[config.mk]
export PLATFORM = sky130hd
export DESIGN_NAME = hazard_ctrl
export DESIGN_NICKNAME = d
export VERILOG_FILES = /design/src/rtl/hazard_ctrl.sv
export SDC_FILE = /design/constraint.sdc
export NUM_CORES = 1
export LEC_CHECK = 0
export BUFFER_PORTS_ARGS = -buffer_cell sky130_fd_sc_hd__buf_2
export CAP_MARGIN = 10
export CORE_UTILIZATION = 39
export CTS_CLUSTER_SIZE = 30
export DETAILED_ROUTE_END_ITERATION = 7
export MAX_ROUTING_LAYER = met4
export PLACE_DENSITY_LB_ADDON = 0.12
export RECOVER_POWER = 25
export SLEW_MARGIN = 10
export SYNTH_ARGS = -nofsm -noshare
export SYNTH_HDL_FRONTEND = slang
export SYNTH_SLANG_ARGS = --single-unit
[constraint.sdc]
create_clock -name clk -period 1.7 [get_ports clk]
set_input_delay 0.085 -clock clk [delete_from_list [all_inputs] [get_ports clk]]
set_output_delay 0.085 -clock clk [all_outputs]
set_load 0.01 [all_outputs]
[src/rtl/hazard_ctrl.sv]
// Pipeline hazard controller: stall/flush enables for F/D/E/M/W, E-stage
// forwarding selects, multi-cycle data-memory hold and a fetch-stall counter.
module hazard_ctrl #(
    parameter int unsigned MEM_LAT = 2,
    parameter int unsigned CNT_W   = 16
) (
    input  logic             clk,
    input  logic             reset,
    input  logic [3:0]       ra1_d,
    input  logic [3:0]       ra2_d,
    input  logic [3:0]       ra1_e,
    input  logic [3:0]       ra2_e,
    input  logic [3:0]       wa_e,
    input  logic [3:0]       wa_m,
    input  logic [3:0]       wa_w,
    input  logic             regwrite_e,
    input  logic             regwrite_m,
    input  logic             regwrite_w,
    input  logic             memtoreg_e,
    input  logic             memaccess_m,
    input  logic             pcs_d,
    input  logic             pcs_e,
    input  logic             pcs_m,
    input  logic             pcsrc_w,
    input  logic             branch_e,
    output logic [1:0]       fwd_a_e,
    output logic [1:0]       fwd_b_e,
    output logic             en_f,
    output logic             en_d,
    output logic             en_e,
    output logic             en_m,
    output logic             en_w,
    output logic             clr_d,
    output logic             clr_e,
    output logic             clr_w,
    output logic [CNT_W-1:0] stall_cycles
);

    // Counter needs at least one bit even when MEM_LAT is 1 or 2.
    localparam int unsigned CNT_BITS = (MEM_LAT > 2) ? $clog2(MEM_LAT) : 1;
    localparam int unsigned CNT_LOAD = (MEM_LAT > 1) ? (MEM_LAT - 2) : 0;
    localparam logic [CNT_BITS-1:0] CNT_INIT = CNT_BITS'(CNT_LOAD);

    typedef enum logic {
        S_IDLE = 1'b0,
        S_WAIT = 1'b1
    } state_e;

    state_e             state_q, state_d;
    logic [CNT_BITS-1:0] cnt_q, cnt_d;
    logic [CNT_W-1:0]   stall_cycles_q, stall_cycles_d;
    logic               mem_stall;
    logic               ldr_stall;
    logic               pc_pend;

    // State, memory countdown and stall counter registers.
    always_ff @(posedge clk or posedge reset) begin
        if (reset) begin
            state_q        <= S_IDLE;
            cnt_q          <= '0;
            stall_cycles_q <= '0;
        end else begin
            state_q        <= state_d;
            cnt_q          <= cnt_d;
            stall_cycles_q <= stall_cycles_d;
        end
    end

    // Memory-access FSM: holds M for MEM_LAT cycles; mem_stall is Mealy.
    always_comb begin
        state_d   = state_q;
        cnt_d     = cnt_q;
        mem_stall = 1'b0;
        case (state_q)
            S_IDLE: begin
                if (memaccess_m && (MEM_LAT > 1)) begin
                    mem_stall = 1'b1;
                    state_d   = S_WAIT;
                    cnt_d     = CNT_INIT;
                end
            end
            S_WAIT: begin
                if (cnt_q != '0) begin
                    mem_stall = 1'b1;
                    cnt_d     = cnt_q - CNT_BITS'(1);
                end else begin
                    state_d = S_IDLE;
                end
            end
            default: begin
                state_d = S_IDLE;
                cnt_d   = '0;
            end
        endcase
    end

    // Forwarding selects: M result takes precedence over W result.
    always_comb begin
        fwd_a_e = 2'b00;
        fwd_b_e = 2'b00;
        if (regwrite_m && (ra1_e == wa_m))      fwd_a_e = 2'b10;
        else if (regwrite_w && (ra1_e == wa_w)) fwd_a_e = 2'b01;
        if (regwrite_m && (ra2_e == wa_m))      fwd_b_e = 2'b10;
        else if (regwrite_w && (ra2_e == wa_w)) fwd_b_e = 2'b01;
    end

    // Pipeline enables and flushes; a memory hold freezes everything upstream of W.
    always_comb begin
        ldr_stall = memtoreg_e && regwrite_e && ((ra1_d == wa_e) || (ra2_d == wa_e));
        pc_pend   = pcs_d || pcs_e || pcs_m;
        en_f      = 1'b1;
        en_d      = 1'b1;
        en_e      = 1'b1;
        en_m      = 1'b1;
        en_w      = 1'b1;
        clr_d     = 1'b0;
        clr_e     = 1'b0;
        clr_w     = 1'b0;
        if (mem_stall) begin
            en_f  = 1'b0;
            en_d  = 1'b0;
            en_e  = 1'b0;
            en_m  = 1'b0;
            clr_w = 1'b1;
        end else begin
            clr_d = pc_pend || pcsrc_w || branch_e;
            clr_e = ldr_stall || branch_e;
            en_f  = !(ldr_stall || pc_pend);
            en_d  = !ldr_stall || clr_d;
        end
    end

    // Saturating count of cycles with fetch stalled.
    always_comb begin
        stall_cycles_d = stall_cycles_q;
        if (!en_f && (stall_cycles_q != {CNT_W{1'b1}})) begin
            stall_cycles_d = stall_cycles_q + CNT_W'(1);
        end
    end

    assign stall_cycles = stall_cycles_q;

endmodule
## Yosys cells after proc, flatten, opt, wreduce, memory -nomap -nowiden

Index checks and enable logic that the tools add are counted.

| storage, ports and cells | value |
|---|---|
| flip-flop bits (word level) | 18 |
| output and inout bits | 28 |

| cells by class | value |
|---|---|
| add/subtract/negate cells | 2 |
| equality and inequality tests | 8 |
| muxes and demuxes | 16 |
| bitwise logic cells | 1 |
| reductions and logical operators | 18 |

Operators with widths:

| cell | count |
|---|---|
| 4-bit == test | 6 |
| 16-bit by 1-bit adder with 16-bit output, second input constant | 1 |
| 16-bit inequality test, second input constant | 1 |
| 1-bit two-way mux | 12 |
| 1-bit logical OR | 8 |
| 1-bit logical AND | 7 |
| 2-bit two-way mux | 2 |
| 1-bit one-hot mux with 2 select lines | 2 |
| 1-bit zero test | 3 |
| 2-bit inequality test, second input constant | 1 |
| 1-bit inverter | 1 |
| 1-bit subtractor, second input constant | 1 |

## Depth between registers and ports, before layout

Gate-level depths: netlist (run 1).

| logic depth | value |
|---|---|
| depth in word-level cells | 8 |
| mapped depth | 7 |
| depth with buffers taken out | 6 |

## Least setup slack after synthesis (run 1)

Ideal clock, no wire load.

| timing path | value |
|---|---|
| kind | flip-flop to flip-flop |
| start | register stall_cycles_q[0] (netlist: stall_cycles[0]) |
| end | register stall_cycles_q[9] (netlist: stall_cycles[9]) |
| setup time | 126 ps |
| arrival time | 1632 ps |
| setup slack | -58 ps |
| cell stages (with the launch flop) | 8 |
| period minus slack after synthesis | 1758 ps |
| path through | dfrtp_1 > ha_1 > and4_4 > and3_1 > a21oi_4 > buf_6 > nand3_1 > xnor2_1 |

| between the ends | value |
|---|---|
| word-level cells in the longest chain between the ends | 2 |
| elaborated cells on any way between the ends | 3 |

RTL lines:

| element | RTL line | RTL |
|---|---|---|
| from (decl) | 51 | `logic [CNT_W-1:0] stall_cycles_q, stall_cycles_d;` |
| from (signal assigned) | 65 | `stall_cycles_q <= stall_cycles_d;` |
| branches (longest 2 deep; another with 16-bit by 1-bit adder with 16-bit output) | -- |  |

Parallel ways; which one is timed is not known.
A chain may end at the register's enable or synchronous reset.

## Worst setup path in the final report (run 1)

| timing path | value |
|---|---|
| start | register stall_cycles_q[12] (netlist: stall_cycles[12]) |
| end | register stall_cycles_q[3] (netlist: stall_cycles[3]) |

| between the ends | value |
|---|---|
| word-level cells in the longest chain between the ends | 2 |

RTL lines:

| element | RTL line | RTL |
|---|---|---|
| 16-bit inequality test | 136 | `if (!en_f && (stall_cycles_q != {CNT_W{1'b1}})) begin` |
| 1-bit logical AND | 136 |  |

Every way passes these cells.

==> results of run 1 <==
-- layout by cell type (no fill, tap or decap), drive strengths merged --
cell type and n:
xor2 21, a21oi 3, a31oi 1, and3 6, nor3 3, and4 2
or3 1, nand2 7, dlygate4sd3 1, conb 1, clkbuf 4, o211ai 1
buf 84, inv 3, nor2 8, nand4 4, nor4 4, ha 1
dfrtp 17, mux2 1, xnor2 17, o21ai 1, nand3 12, nand2b 1
-- metal layers --
metal	vias up	routed length, µm	track usage
met3	5	218	0.0438
met2	48	1190	0.271
met1	513	1370	0.275
met4	0	18	0.0383
met5	-	0	-
li1	572	-	-
-- critical path, delay by kind of cell, from the launching register on --
kind,cells,cell delay [ns]
AOI/OAI and AO/OA,1,0.17
xor gates and xnor gates,1,0.15
buffers and inverters,1,0.15
DFF,1,0.41
and+or+nand+nor,4,0.65
-- cell families (layout without fill, tap and decap cells) --
| logic type | after synthesis | in the layout | share of synthesized area |
|---|---|---|---|
| other | 1 | 1 | 0.00324 |
| DFF | 17 | 17 | 0.367 |
| AOI/OAI and AO/OA | 6 | 6 | 0.0432 |
| buffers and inverters | 6 | 92 | 0.0324 |
| adders and majority gates | 1 | 1 | 0.0108 |
| muxes | 1 | 1 | 0.00972 |
| and+or+nand+nor | 48 | 48 | 0.246 |
| xor gates and xnor gates | 38 | 38 | 0.287 |
-- power by group through the flow --
stage | Sequential [µW] | Clock, µW | Combinational (µW)
5_1_grt | 566 | 239 | 798
6_report | 557 | 220 | 719
2_1_floorplan | 656 | 0 | 270
4_1_cts | 558 | 228 | 726
3_3_place_gp | 564 | 0 | 715
3_5_place_dp | 566 | 0 | 718
-- through the flow --
step	worst slack [ns]	utilization	std cells	hold slack (ns)	power [µW]
6_report	0.0683	0.613	235	0.148	1500
5_1_grt	0.00980	0.613	235	0.191	1600
4_1_cts	0.0130	0.604	235	0.142	1510
3_5_place_dp	0.0179	0.590	230	0.219	1280
3_3_place_gp	0.104	0.590	230	0.192	1280
2_1_floorplan	0.00573	-	118	0.0110	926
-- registers in the layout (all words and copies together) (netlist names) --
register,flops
state_q,1
stall_cycles,16
-- how the worst max path moves through the flow --
stage / from / to / slack (ns) / depth (start not counted)
after global placement: stall_cycles[10] / stall_cycles[14] / 0.10 / 7
final: stall_cycles[12] / stall_cycles[3] / 0.07 / 7
after floorplan: stall_cycles[0] / stall_cycles[9] / 0.006 / 7
after detailed placement: stall_cycles[10] / stall_cycles[3] / 0.02 / 7
after global routing: stall_cycles[12] / stall_cycles[3] / 0.01 / 7
after CTS: stall_cycles[10] / stall_cycles[10] / 0.01 / 7
-- final cells by class --
| class | count | area share |
|---|---|---|
| multi-input combinational | 95 | 0.421 |
| timing repair buffer | 85 | 0.283 |
| sequential | 17 | 0.250 |
| tap | 31 | 0.0228 |
| clock buffer | 4 | 0.0154 |
| inverter | 3 | 0.00661 |
-- what timing repair did --
action / CTS / global route
buffers inserted: 0 / 0
hold endpoints to repair: 17 / 0
pin swaps: 0 / 2
gates resized for setup: 1 / 5
hold buffers: 1 / 0
setup endpoints to repair: 1 / 11
==> metrics list, run 1 <==
* Outcome: completed
- Async S/R FF share, synth: 1.00
- For this run, the top clock speed supported by timing is 0.613 GHz.
- Post-synthesis cell count: 118
- Cell Pwr Density: 878 mW/mm²
* EDFF count, synth: 0
* Overflow left after global routing: 0
- The Yosys step of the flow raised 0 warnings.
- For the final routed database, the setup TNS stands at 0 ns.
- Setup repair after global routing missed its margin: no
* Reg-to-reg critical path endpoint: stall_cycles[3]
- Sequential cell area fraction in the yosys report: 0.367
* Clock skew: 0.00883 ns
- After detailed routing, the number of remaining DRC violations is 0.
- Pin placement for this block handled 68 I/O pins.
* GR Util All Layers: 0.190
* Critical Path Fanout Max: 6
* Static leakage: 0.000864 µW
- The count of pins over their slew limit was 0.
- The share of synthesized area in the top cell type comes to 0.367.
* Combined area of all synthesized cells: 0.00116 mm²
- The repair_antennas step left the layout with diodes totalling 0.
* Clock group share of total power: 0.147
- For this block, the via count after detailed routing is 1138.
- # setup viols final: 0
- Least-Margin Pin Slew: 0.662 ns
* Number of distinct standard cells referenced by the synthesized netlist: 27
- Ordered cell list for the critical path: and3_4 > and3_4 > and3_4 > a21oi_4 > buf_6 > nand4_1 > xnor2_1
* Synth Area per Inst: 9.82 µm²
- On the critical path, the stage with the largest delay is an instance of sky130_fd_sc_hd__dfrtp_1.
* Switching component of the power: 531 µW
- Final critical-path required period: 1.63 ns
- Crit share post-route: 0.960
* Worst stage delay on the critical path: 0.41 ns
* Largest net degree at the start of global routing: 18
- Final net count: 246
* Height of the die: 56.5 µm
- For the worst-skew pair, the clock arrives at the later sink with an insertion delay of 0.30 ns.
- Critical path data required time: 1.88 ns
- Most used standard cells in the synthesized netlist: sky130_fd_sc_hd__xor2_1, sky130_fd_sc_hd__dfrtp_1, sky130_fd_sc_hd__xnor2_1, sky130_fd_sc_hd__nand3_1, sky130_fd_sc_hd__nor2_1
- By instance count, the cell type seen most on the critical path is sky130_fd_sc_hd__and3_4.
- Layout overhead on the synthesized area: 47.1%
- Most frequently used cell type in the post-synthesis netlist: sky130_fd_sc_hd__xor2_1
* Number of core rows: 19
* Starting utilization of the core area: 0.417
- The startpoint identified for the worst register-to-register timing path is stall_cycles[12].
- The synthesized design contains 17 register bits.
- The startpoint identified for the worst hold timing path is memaccess_m.
* Primary flip-flop cell chosen by synthesis mapping: sky130_fd_sc_hd__dfrtp_1
- The initial antenna violation count was 0.
- For this block, the initial DRC count from the detailed router was 38.
* Cell taking the most area after synthesis: sky130_fd_sc_hd__dfrtp_1
- In the routed layout, each cell is associated on average with a via count of 4.84.
* Post-route antenna net violation count: 0
- The worst pin sits at a relative slew slack of 0.558.
* Number of sinks driven by the clock tree: 17
- The share of total power dissipated in sequential elements is 0.372.
- Type of origin of the critical path: register
- Max-cap violations in this run came to 0.
- In the final routed layout, each cell accounts on average for 11.9 µm.
* Flop-to-flop setup slack: 0.07 ns
- The worst hold path was traced through 3 stages.
* Worst reg-to-reg path cell count: 7
* DIE WIDTH: 56.5 µm
- Router iterations before antenna repair: 4
- In the final layout, the share of cells above drive strength 1 is 0.500.
* Clock slew seen by the registers of the worst setup and hold paths: 0.10 ns
- Maximum number of buffers from clock root to sink: 2
* Pint: 964 µW
* Number of input and output port buffers inserted: 66
- Hold/Removal Path Class: input pin to register
- Placement Cell Area: 0.00164 mm²
* Via count of the first global-routing pass: 1051
* First-pass GRT wire length: 4690 µm
* Die Area: 0.00319 mm²
- Counting every net in the synthesized netlist gives 159.
* Gate power share: 0.481
- Clock tree synthesis inserted a total of 3 buffers.
- DRT Wirelength: 2790 µm
* Core Region: 0.00278 mm²
- Final number of hold-violating endpoints: 0
* Endpoint type of the worst setup path: register
- Data on the critical path arrives at its endpoint at 1.81 ns.
- Of the total power, the share spent switching nets is 0.355.
* Peak supply drop: 0.840 mV
- Final Instance Area: 0.00170 mm²
- The worst hold path terminates at state_q.
* Top post-synthesis cells by area: sky130_fd_sc_hd__dfrtp_1, sky130_fd_sc_hd__xor2_1, sky130_fd_sc_hd__xnor2_1, sky130_fd_sc_hd__nand3_1, sky130_fd_sc_hd__and3_1
* Sequential cell area in the final layout: 427 µm²
- CTS tree: built
- CTS built an H-tree with a depth of 1.
- Detailed placer's ending HPWL: 2250 µm
- Area of combinational cells with multiple inputs: 718 µm²
* Buffer type at the clock tree root: sky130_fd_sc_hd__clkbuf_4
- Filler instances: 256
- Worst setup path category: register to register
* Global placement routability congestion: 0.891
Note: power is estimated with default switching activity, not from simulation.
==> inputs of run 2 (changes only) <==
--- a/config.mk
+++ b/config.mk
@@ -11,7 +11,7 @@
 export CTS_CLUSTER_SIZE = 30
 export DETAILED_ROUTE_END_ITERATION = 7
 export MAX_ROUTING_LAYER = met4
-export PLACE_DENSITY_LB_ADDON = 0.12
+export PLACE_DENSITY = 0.82
 export RECOVER_POWER = 25
 export SLEW_MARGIN = 10
 export SYNTH_ARGS = -nofsm -noshare
==> run 2 against run 1 <==
Highest routed layer is now met3. Routed wire length fell by 0.90%. Largest cell class unchanged. Cell area is 2.5% higher. Fmax fell by 0.88%.
==> metrics list, run 2 (synthesized netlist as in run 1, its figures left out) <==
- Outcome: completed
- The internal power is 1000 µW (+3.8%).
- The flip-flop count of the largest register, all copies and words added was 16 (unchanged).
- Router iterations before antenna repair: 6 (+2)
- The number of antenna diodes was 0 (unchanged).
* Setup repair after global routing missed its margin: yes
* Number of input and output port buffers inserted: 66 (unchanged)
- Proportion of layout cells with a drive suffix above 1: 0.507 (+0.00718)
- Static leakage: 0.000892 µW (+3.2%)
- Total clock buffers created by CTS: 3 (unchanged)
- Die Area: 0.00319 mm² (unchanged)
* GR Util All Layers: 0.182 (-0.00750)
- Data arrival time of the worst path: 1.81 ns (about the same)
* DRT iter0 DRCs: 35 (-7.9%)
* Gate power share: 0.495 (+0.014)
- The total number of placement rows is 19 (unchanged).
- The area growth from synthesis to layout is 50.8%.
- DIE WIDTH: 56.5 µm (unchanged)
- DRT Wirelength: 2770 µm (-0.90%)
* Core Region: 0.00278 mm² (unchanged)
* Crit share post-route: 0.968 (+0.00848)
- Total via count in the routed design: 1178 (+3.5%)
* Count of placed standard cells including taps: 232 (+0.87%)
- Portion of total power attributed to sequential cells: 0.371 (about the same)
- The worst-skew pair later-pin latency came to 0.28 ns (-0.02 ns).
- Level count of the clock H-tree: 1 (unchanged)
* Detailed placer's ending HPWL: 2290 µm (+1.7%)
* Final critical-path required period: 1.65 ns (+0.0144 ns)
- Starting utilization of the core area: 0.417 (unchanged)
- Maximum number of buffers from clock root to sink: 2 (unchanged)
* Leading cell type in the layout, fill and taps excluded: sky130_fd_sc_hd__buf_2
* Hold/Removal Path Class: input pin to register
* Critical path data required time: 1.87 ns (about the same)
- Final number of hold-violating endpoints: 0 (unchanged)
- Fmax: 0.607 GHz (-0.88%)
- Worst reg-to-reg path cell count: 7 (unchanged)
- The first-pass GRT wire length was 4570 µm (-2.5%).
* Worst setup path category: register to register
- Normalized max-slew margin: 0.583 (+0.0242)
- Switching share of power: 0.352 (-0.00325)
- IO Pins: 68 (unchanged)
* Switching component of the power: 544 µW (+2.3%)
- The total congestion overflow was 0 (unchanged).
- The maximum ir drop on the vdd rail was 0.804 mV (-4.3%).
- The count of maximum capacitance violations came to 0 (unchanged).
* Post-detailed-route via-to-cell ratio: 4.91 (+1.4%)
* # setup viols final: 0 (unchanged)
- The initial antenna violation count was 0 (unchanged).
- The pin slew with the least headroom to its limit came to 0.625 ns (-0.0363 ns).
- Critical Path Fanout Max: 6 (unchanged)
- CTS tree: built
- Type of origin of the critical path: register
- Number of sinks driven by the clock tree: 17 (unchanged)
- Top library cells by usage in the layout, fill and taps aside: sky130_fd_sc_hd__buf_2, sky130_fd_sc_hd__xor2_1, sky130_fd_sc_hd__buf_4, sky130_fd_sc_hd__xnor2_1, sky130_fd_sc_hd__dfrtp_1
* Clock slew seen by the registers of the worst setup and hold paths: 0.10 ns (about the same)
* Cell Pwr Density: 884 mW/mm² (+0.77%)
- The root buffer cell chosen for the clock tree is sky130_fd_sc_hd__clkbuf_4.
* Clock group share of total power: 0.134 (-0.013)
- Height of the die: 56.5 µm (unchanged)
* Final net count: 251 (+2.0%)
- Average wire length per cell after detail routing: 11.5 µm (-3.0%)
- The worst setup path is captured at a register.
- The final clock skew came to 0.00857 ns (-0.000259 ns).
* Number of cells traversed by the worst hold path: 3 (unchanged)
- The count of pins over their slew limit was 0 (unchanged).
* Post-route antenna net violation count: 0 (unchanged)
- Via count of the first global-routing pass: 1141 (+8.6%)
- Number of non-filler instances in the completed layout: 240 (+2.1%)
- The total power was 1540 µW (+3.3%).
- Largest net degree at the start of global routing: 18 (unchanged)
- Global placement routability congestion: 0.786 (-12%)
* DRC violation count after routing: 0 (unchanged)
-- run 2: cell types whose count changed in the layout (fill, tap and decap cells not counted), sizes merged --
cell  change
buf       +5
-- run 2: final timing paths --
check	start	to	slack, ns
max in group asynchronous	reset	stall_cycles[0]	0.83
setup reg to reg	stall_cycles[5]	stall_cycles[10]	0.05
hold reg to reg	stall_cycles[11]	stall_cycles[11]	0.55
setup / recovery	stall_cycles[5]	stall_cycles[10]	0.05
hold / removal	memaccess_m	state_q	0.16
min in group asynchronous	reset	stall_cycles[5]	0.42
-- run 2: area by class of cell --
type | instances | area (µm²)
flip-flops and latches | 17 | 427
inverters | 3 | 11.3
multi-input cells | 95 | 723
clock buffers | 4 | 26.3
repair buffers | 90 | 520
well taps | 31 | 38.8
fillers | 244 | 1030
-- run 2: power by group through the flow --
stage / clock, µW / sequential [µW] / combinational, µW
2_1_floorplan: 0 / 656 / 270
3_3_place_gp: 0 / 565 / 699
3_5_place_dp: 0 / 571 / 713
5_1_grt: 235 / 584 / 845
6_report: 207 / 573 / 765
4_1_cts: 216 / 562 / 719
-- run 2: metrics by stage --
step	setup TNS, ns	area [µm²]	hold WS (ns)	utilization	setup slack [ns]
after floorplan	0	1160	0.0110	-	0.00573
after global placement	0	1660	0.183	0.595	0.0591
after detailed placement	0	1660	0.199	0.595	0.0243
after CTS	0	1690	0.157	0.608	0.00716
after global routing	-0.0220	1750	0.206	0.628	-0.0133
final	0	1750	0.157	0.628	0.0538
-- run 2: layer usage --
metal | up-vias | GRT usage | routed length [µm]
met3 | 0 | 0.0346 | 242
li1 | 583 | - | -
met2 | 53 | 0.360 | 1450
met1 | 542 | 0.184 | 1070
met4 | 0 | 0.0314 | 0
met5 | - | - | 0
-- run 2: critical path, stage by stage, from the launching register on --
cell and delay (ns):
sky130_fd_sc_hd__dfrtp_1 0.39, sky130_fd_sc_hd__and4_4 0.19, sky130_fd_sc_hd__and4_4 0.19, sky130_fd_sc_hd__and3_4 0.17
sky130_fd_sc_hd__a21oi_4 0.20, sky130_fd_sc_hd__buf_6 0.15, sky130_fd_sc_hd__nand4_1 0.11, sky130_fd_sc_hd__xnor2_1 0.14
-- run 2: repair_timing --
item	in CTS	in global routing
buffers inserted	0	3
resized for setup	0	6
setup endpoints to repair	0	9
hold endpoints to repair	17	0
hold buffers	1	0
